[src/rtl/snoop_adapter.sv]
// Snooper-side packet writer: claims a ping-pong buffer, stores an AXI-Stream packet big-endian
// from word 0, and reports its byte length to the buffer manager (or drops it when none is free).
module snoop_adapter #(
    parameter int unsigned BYTE_ADDR_WIDTH = 12,
    parameter int unsigned ADDR_WIDTH      = 10,
    parameter int unsigned DATA_WIDTH      = 2 ** (BYTE_ADDR_WIDTH - ADDR_WIDTH) * 8,
    parameter int unsigned PLEN_WIDTH      = 32,
    parameter bit          DROP_WHEN_FULL  = 1'b1
) (
    input  logic                    clk,
    input  logic                    rst_n,
    input  logic [DATA_WIDTH-1:0]   s_tdata,
    input  logic [DATA_WIDTH/8-1:0] s_tkeep,
    input  logic                    s_tvalid,
    input  logic                    s_tlast,
    output logic                    s_tready,
    output logic [ADDR_WIDTH-1:0]   wr_addr,
    output logic [DATA_WIDTH-1:0]   wr_data,
    output logic                    wr_en,
    input  logic                    rdy,
    output logic                    rdy_ack,
    output logic                    done,
    output logic [PLEN_WIDTH-1:0]   byte_len,
    output logic [15:0]             drop_cnt
);
    localparam int unsigned KeepWidth = DATA_WIDTH / 8;
    localparam int unsigned CntWidth  = $clog2(KeepWidth + 1);
    localparam int unsigned SumWidth  = PLEN_WIDTH + 1;
    localparam logic [ADDR_WIDTH:0] WordOne = 1;

    typedef enum logic [2:0] {StIdle, StClaim, StWrite, StDrop, StFinish} state_e;

    state_e                state_q, state_d;
    logic [ADDR_WIDTH:0]   word_cnt_q, word_cnt_d;
    logic [PLEN_WIDTH-1:0] byte_cnt_q, byte_cnt_d;
    logic                  wr_en_q, wr_en_d;
    logic [ADDR_WIDTH-1:0] wr_addr_q, wr_addr_d;
    logic [DATA_WIDTH-1:0] wr_data_q, wr_data_d;
    logic                  done_q, done_d;
    logic [PLEN_WIDTH-1:0] byte_len_q, byte_len_d;
    logic [15:0]           drop_cnt_q, drop_cnt_d;

    logic                  beat;
    logic [CntWidth-1:0]   add_bytes;
    logic [SumWidth-1:0]   byte_sum;
    logic [PLEN_WIDTH-1:0] byte_sat;

    // Byte 0 sits in the MSB of tkeep, so count ones from the top down.
    function automatic logic [CntWidth-1:0] lead_ones(input logic [KeepWidth-1:0] keep);
        logic [CntWidth-1:0] cnt;
        logic                stop;
        cnt  = '0;
        stop = 1'b0;
        for (int i = KeepWidth - 1; i >= 0; i--) begin
            if (!stop) begin
                if (keep[i]) cnt = cnt + CntWidth'(1);
                else         stop = 1'b1;
            end
        end
        return cnt;
    endfunction

    assign s_tready = (state_q == StWrite) || (state_q == StDrop);
    assign rdy_ack  = (state_q == StClaim);
    assign beat     = s_tvalid && s_tready;

    assign add_bytes = s_tlast ? lead_ones(s_tkeep) : CntWidth'(KeepWidth);
    assign byte_sum  = {1'b0, byte_cnt_q} + SumWidth'(add_bytes);
    assign byte_sat  = byte_sum[PLEN_WIDTH] ? '1 : byte_sum[PLEN_WIDTH-1:0];

    always_comb begin
        state_d    = state_q;
        word_cnt_d = word_cnt_q;
        byte_cnt_d = byte_cnt_q;
        wr_en_d    = 1'b0;
        wr_addr_d  = wr_addr_q;
        wr_data_d  = wr_data_q;
        done_d     = 1'b0;
        byte_len_d = byte_len_q;
        drop_cnt_d = drop_cnt_q;
        case (state_q)
            StIdle: begin
                // Hold off for the done cycle so a finished packet cannot re-claim on stale rdy.
                if (!done_q) begin
                    if (rdy)                             state_d = StClaim;
                    else if (DROP_WHEN_FULL && s_tvalid) state_d = StDrop;
                end
            end
            StClaim: begin
                word_cnt_d = '0;
                byte_cnt_d = '0;
                state_d    = StWrite;
            end
            StWrite: begin
                if (beat) begin
                    // Counter saturates at the buffer depth; later beats are counted but not written.
                    if (!word_cnt_q[ADDR_WIDTH]) begin
                        wr_en_d    = 1'b1;
                        wr_addr_d  = word_cnt_q[ADDR_WIDTH-1:0];
                        wr_data_d  = s_tdata;
                        word_cnt_d = word_cnt_q + WordOne;
                    end
                    byte_cnt_d = byte_sat;
                    if (s_tlast) state_d = StFinish;
                end
            end
            StDrop: begin
                if (beat && s_tlast) begin
                    if (drop_cnt_q != 16'hFFFF) drop_cnt_d = drop_cnt_q + 16'd1;
                    state_d = StIdle;
                end
            end
            StFinish: begin
                done_d     = 1'b1;
                byte_len_d = byte_cnt_q;
                state_d    = StIdle;
            end
            default: state_d = StIdle;
        endcase
    end

    always_ff @(posedge clk or negedge rst_n) begin
        if (!rst_n) begin
            state_q    <= StIdle;
            word_cnt_q <= '0;
            byte_cnt_q <= '0;
            wr_en_q    <= 1'b0;
            wr_addr_q  <= '0;
            wr_data_q  <= '0;
            done_q     <= 1'b0;
            byte_len_q <= '0;
            drop_cnt_q <= '0;
        end else begin
            state_q    <= state_d;
            word_cnt_q <= word_cnt_d;
            byte_cnt_q <= byte_cnt_d;
            wr_en_q    <= wr_en_d;
            wr_addr_q  <= wr_addr_d;
            wr_data_q  <= wr_data_d;
            done_q     <= done_d;
            byte_len_q <= byte_len_d;
            drop_cnt_q <= drop_cnt_d;
        end
    end

    assign wr_en    = wr_en_q;
    assign wr_addr  = wr_addr_q;
    assign wr_data  = wr_data_q;
    assign done     = done_q;
    assign byte_len = byte_len_q;
    assign drop_cnt = drop_cnt_q;

endmodule

[config.mk]
export PLATFORM = sky130hd
export DESIGN_NAME = snoop_adapter
export DESIGN_NICKNAME = d
export VERILOG_FILES = /design/src/rtl/snoop_adapter.sv
export SDC_FILE = /design/constraint.sdc
export NUM_CORES = 1
export LEC_CHECK = 0
export CAP_MARGIN = 20
export CORE_MARGIN = 3
export CORE_UTILIZATION = 46
export CTS_CLUSTER_DIAMETER = 60
export DETAILED_ROUTE_END_ITERATION = 10
export GPL_TIMING_DRIVEN = 0
export PLACE_DENSITY = 0.77
export SKIP_CTS_REPAIR_TIMING = 1
export SYNTH_ARGS = -nofsm -noshare
export SYNTH_HDL_FRONTEND = slang
export SYNTH_SLANG_ARGS = --single-unit
export TNS_END_PERCENT = 20
[constraint.sdc]
create_clock -name clk -period 2.35 [get_ports clk]
set_clock_uncertainty 0.1 [all_clocks]
set_input_delay 0.235 -clock clk [delete_from_list [all_inputs] [get_ports clk]]
set_output_delay 0.235 -clock clk [all_outputs]
set_load 0.02 [all_outputs]
======== Yosys cells after proc, flatten, opt, wreduce, memory -nomap -nowiden ========
Cells that the tools add are included.
word-level totals
  register bits after elaboration ......... 138
  input port bits ......................... 41
cells by class
  add/sub/neg operators ................... 6
  equal/unequal tests ..................... 11
  mux-type cells .......................... 30
  bitwise logic cells ..................... 1
  reduce and logical (&&, ||, !) cells .... 10
operators with widths
  operator               count
  $mux 32                2
  $pmux 32 s2            1
  $mux 3                 12
  $add 32x3->33          1
  $mux 11                2
  $pmux 11 s2            1
  $add 16x1->16 const B  1
  $ne 16x16->1 const B   1
  $pmux 3 s4             1
  $add 11x1->11 const B  1
  $mux 1                 10
  $reduce_and 3->1       3
  $ne 2x2->1 const B     4
  $add 3x1->3 const B    2
  $eq 3x2->1 const B     2
  $reduce_and 5->1       1
  $eq 3x1->1 const B     1
  $eq 3x3->1 const B     1
  $logic_not 3->1        1
  $ne 3x3->1 const B     1
  $add 1x1->2 const B    1
  $logic_and 1x1->1      2
  $mux 2                 1
  $ne 2x1->1 const B     1
  4 further kinds        4

======== Depth between registers and ports, before layout ========
  depth after elaboration ................. 15
  gate-level depth with buffers ........... 14
  mapped depth without buffers ............ 13

======== Least setup slack after synthesis ========
Ideal clock, no wire load.
  path kind ............................... input to register
  start point ............................. input s_tkeep[3]
  end point ............................... register byte_cnt_q[21]
  setup time .............................. 0.120 ns
  arrival ................................. 2.895 ns
  required time ........................... 2.130 ns
  slack ................................... -0.765 ns
  stages .................................. 13
  cell sequence ........................... and2_1 -> ha_1 -> o21a_1 -> ha_1 -> mux2i_1 -> a21oi_1 -> fa_1 -> a21oi_1 -> nor4_4 -> nand3_1 -> buf_2 -> nand4_1 -> and3_1
on the way
  cells in the longest elaborated chain, start to end .. 15
ends and longest elaborated chain
  what                  RTL line  source
  from (decl)           13        input logic [DATA_WIDTH/8-1:0] s_tkeep,
  $mux 1                56        if (keep[i]) cnt = cnt + CntWidth'(1);
  $add 1x1->2           56
  $mux 2                56
  $mux 3                55        if (!stop) begin
  $add 3x1->3           56
  $mux 3                56
  $mux 3                55
  $add 3x1->3           56
  $mux 3                56
  $mux 3 *              55
  $mux 3 *              67        assign add_bytes = s_tlast ? lead_ones(s_tkeep) : CntWidth'(KeepWidth);
  $add 32x3->33 *       68        assign byte_sum = {1'b0, byte_cnt_q} + SumWidth'(add_bytes);
  $mux 32 *             69        assign byte_sat = byte_sum[PLEN_WIDTH] ? '1 : byte_sum[PLEN_WIDTH-1:0];
  $mux 32 *             95        if (beat) begin
  $pmux 32 s2 *         81        case (state_q)
  to (signal assigned)  136       byte_cnt_q <= byte_cnt_d;
  to (decl)             35        logic [PLEN_WIDTH-1:0] byte_cnt_q, byte_cnt_d;
Every way passes the cells marked *; elsewhere a longest branch is shown, timed or not. The select of a mux whose other input is x is not followed.
A chain may end at the register's enable or synchronous reset.

======== Worst setup path in the final report ========
  start point ............................. input s_tkeep[3]
  end point ............................... register byte_cnt_q[7]
Same word-level chain as after synthesis.

==> metrics.cfg <==
[run_status]
outcome = complete, but fails checks
violations = negative setup slack

[global_route]
track_usage_pct = 20.3
grt_overflow = 0
grt_max_degree = 78
grt_pass1_wl_mm = 23.8
antenna_found_initial = 0
grt_pass1_vias = 4745

[setup_path]
end_kind = flip-flop
startpoint = s_tkeep[3]
reg2reg_from = byte_cnt_q[0]
cp.required_ns = 2.58
crit_type = in -> reg
crit_fanout = 7
arrival_ns = 2.93
r2r_cells = 9
start_kind = input pin

[sta]
worst_slack_ns = -0.350
slew_viol_final = 0
worstMarginPinSlew_ns = 0.751
fmax_mhz = 370
final-setup-viol-count = 32
hold_viol = 0
hold_slack_ns = 0.247
grt_setup_unrepaired = yes
finalCritPeriodShare_pct = 115
relSlewSlack_pct = 49.5
fin_crit_ns = 2.70

[layout]
nNetsFinal = 718
areaGrowthSynthToFinish_pct = 41.9
drive_gt1_share_pct = 28.0
num_antenna_cells = 0
final_util_pct = 68.2
final_area_sq_mm = 0.00878

[clock_network]
cts_tree = yes
clock-root-buffer = clkbuf_16
numClockSinks = 138
h-tree-depth = 4
clk_latency_ns = 0.42
clkTransAtPathRegs_ns = 0.06
cts_buffer_depth = 2
numCtsBuffers = 17

[drt]
dr.pass1.iters = 7
dr.first_iter.drc_count = 364
viasPerCell = 5.65
drt_wl_total_mm = 15.3
routedWlPerCell_microns = 18.0
post-route-drc-count = 0
vias = 4821
drtAntennaViolNets = 0

[place]
post-dp-hpwl_mm = 10.4
pre_cts_slack_ns = -1.25
io_buffers = 134
gp_congestion = 0.875
placed_area_sq_mm = 0.00788

[min_path]
hold_class = in -> reg
whs_path_depth = 5
hp-start = s_tkeep[3]

[floorplanning]
die_w_microns = 122
row_count = 41
fp.dieArea_sq_mm = 0.0149
start_util_pct = 48.1
boundaryPins = 135
core_area_sq_mm = 0.0129
dieHeight_microns = 122

[power]
leakagePower_nw = 3.78
p_total_mw = 8.75
ir_drop_mv = 0.648
cellPowerDensity_mw_per_mm2 = 997

[synth]
yosysWarnings = 0
ys_seq_area_share_pct = 55.8
synth_cell_types = 55
synthCells = 504
syn_nets = 553
synth-async-reset-ratio_pct = 100
synth_edf_count = 0
syn_area_per_cell_sq_um = 12.3
synth_ff_type = dfrtp_1
syn-cell-area_sq_mm = 0.00619
synth_seq_cells = 138

[run]
drv_cap = 0

## cells by family after synthesis
| family | after synthesis | share of synthesized area (%) |
|---|---|---|
| compound gates | 81 | 8.33 |
| xor+xnor | 21 | 2.97 |
| fa+ha+maj | 8 | 1.74 |
| buf+inv | 26 | 2.14 |
| flops | 138 | 55.8 |
| mux | 77 | 14.0 |
| simple gates | 153 | 15.0 |
## cell type report
class	count	area [sq um]
fill	898	4100
clock buffer	19	443
buffer	17	119
sequential	138	3450
multi-input combinational	340	2840
tap	172	215
timing repair buffer	147	1500
inverter	8	32.5
clock inverter	13	175
## where the power goes
group | total (mW) | internal, mW | switching, mW
sequential | 3.14 | 2.84 | 0.306
clock | 2.78 | 1.79 | 0.990
combinational | 2.82 | 1.43 | 1.39
total | 8.75 | 6.06 | 2.69
## cell usage after synthesis (4+ instances only)
library cell,instances,area share [%]
a211oi_1,4,0.49
a21oi_1,25,2.0
a31oi_1,12,1.2
a41oi_1,4,0.57
and2_1,7,0.71
and3_1,15,1.5
and4_1,7,0.99
buf_2,10,0.81
dfrtp_1,138,56
ha_1,7,1.4
inv_1,7,0.42
mux2_2,76,14
nand2_1,16,0.97
nand3_1,14,1.1
nand4_1,15,1.5
nor2_1,26,1.6
nor3_1,21,1.7
o21ai_0,19,1.5
or3_1,5,0.51
xnor2_1,14,2.0
xor2_1,7,0.99
## flip-flops by register name (all words and copies together), names as in the netlist
register	flops
byte_cnt_q	32
byte_len	32
wr_data	32
drop_cnt	16
word_cnt_q	11
wr_addr	10
state_q	3
done	1
wr_en	1
## metal layers
layer | vias to the layer above | track usage, % | wire length (microns)
met5 | - | 0 | 0
met4 | 0 | 8.33 | 408
met3 | 37 | 4.46 | 750
met2 | 181 | 32.5 | 7640
met1 | 2391 | 27.0 | 6540
li1 | 2212 | - | -
## worst max-delay path: stages
cell,delay [ns]
buf_8,0.10
and2_4,0.17
ha_4,0.23
o21a_1,0.19
ha_4,0.16
nand2_2,0.06
xor2_1,0.18
o21ai_2,0.10
ha_4,0.31
a21oi_4,0.08
nor4_4,0.28
buf_4,0.19
nand3_4,0.14
and3_4,0.26
a311oi_2,0.23
## worst paths after layout
check / slack, ns / endpoint
hold / removal: 0.25 / byte_cnt_q[0]
setup reg to reg: 0.02 / byte_cnt_q[23]
hold reg to reg: 0.40 / wr_data[29]
max in group asynchronous: 1.11 / byte_len[1]
min in group asynchronous: 0.27 / wr_data[14]
setup / recovery: -0.35 / byte_cnt_q[7]
## cell usage in the layout, fill, tap and decap left out, drive strengths merged, types with 16 or more instances in the layout
cell type and n:
clkdlybuf4s50 129, nor3 24, buf 28, mux2 76
o21ai 19, dfrtp 138, nor2 28, nand2 16
nand3 16, a21oi 26, clkbuf 24
## through the flow
step | std cells | TNS, ns
after floorplan | 504 | -8.85
after global placement | 810 | -632.15
after detailed placement | 811 | -41.64
after CTS | 843 | -23.54
after global routing | 854 | -9.95
final | 854 | -7.21
Note: power is estimated with default switching activity, not from simulation.
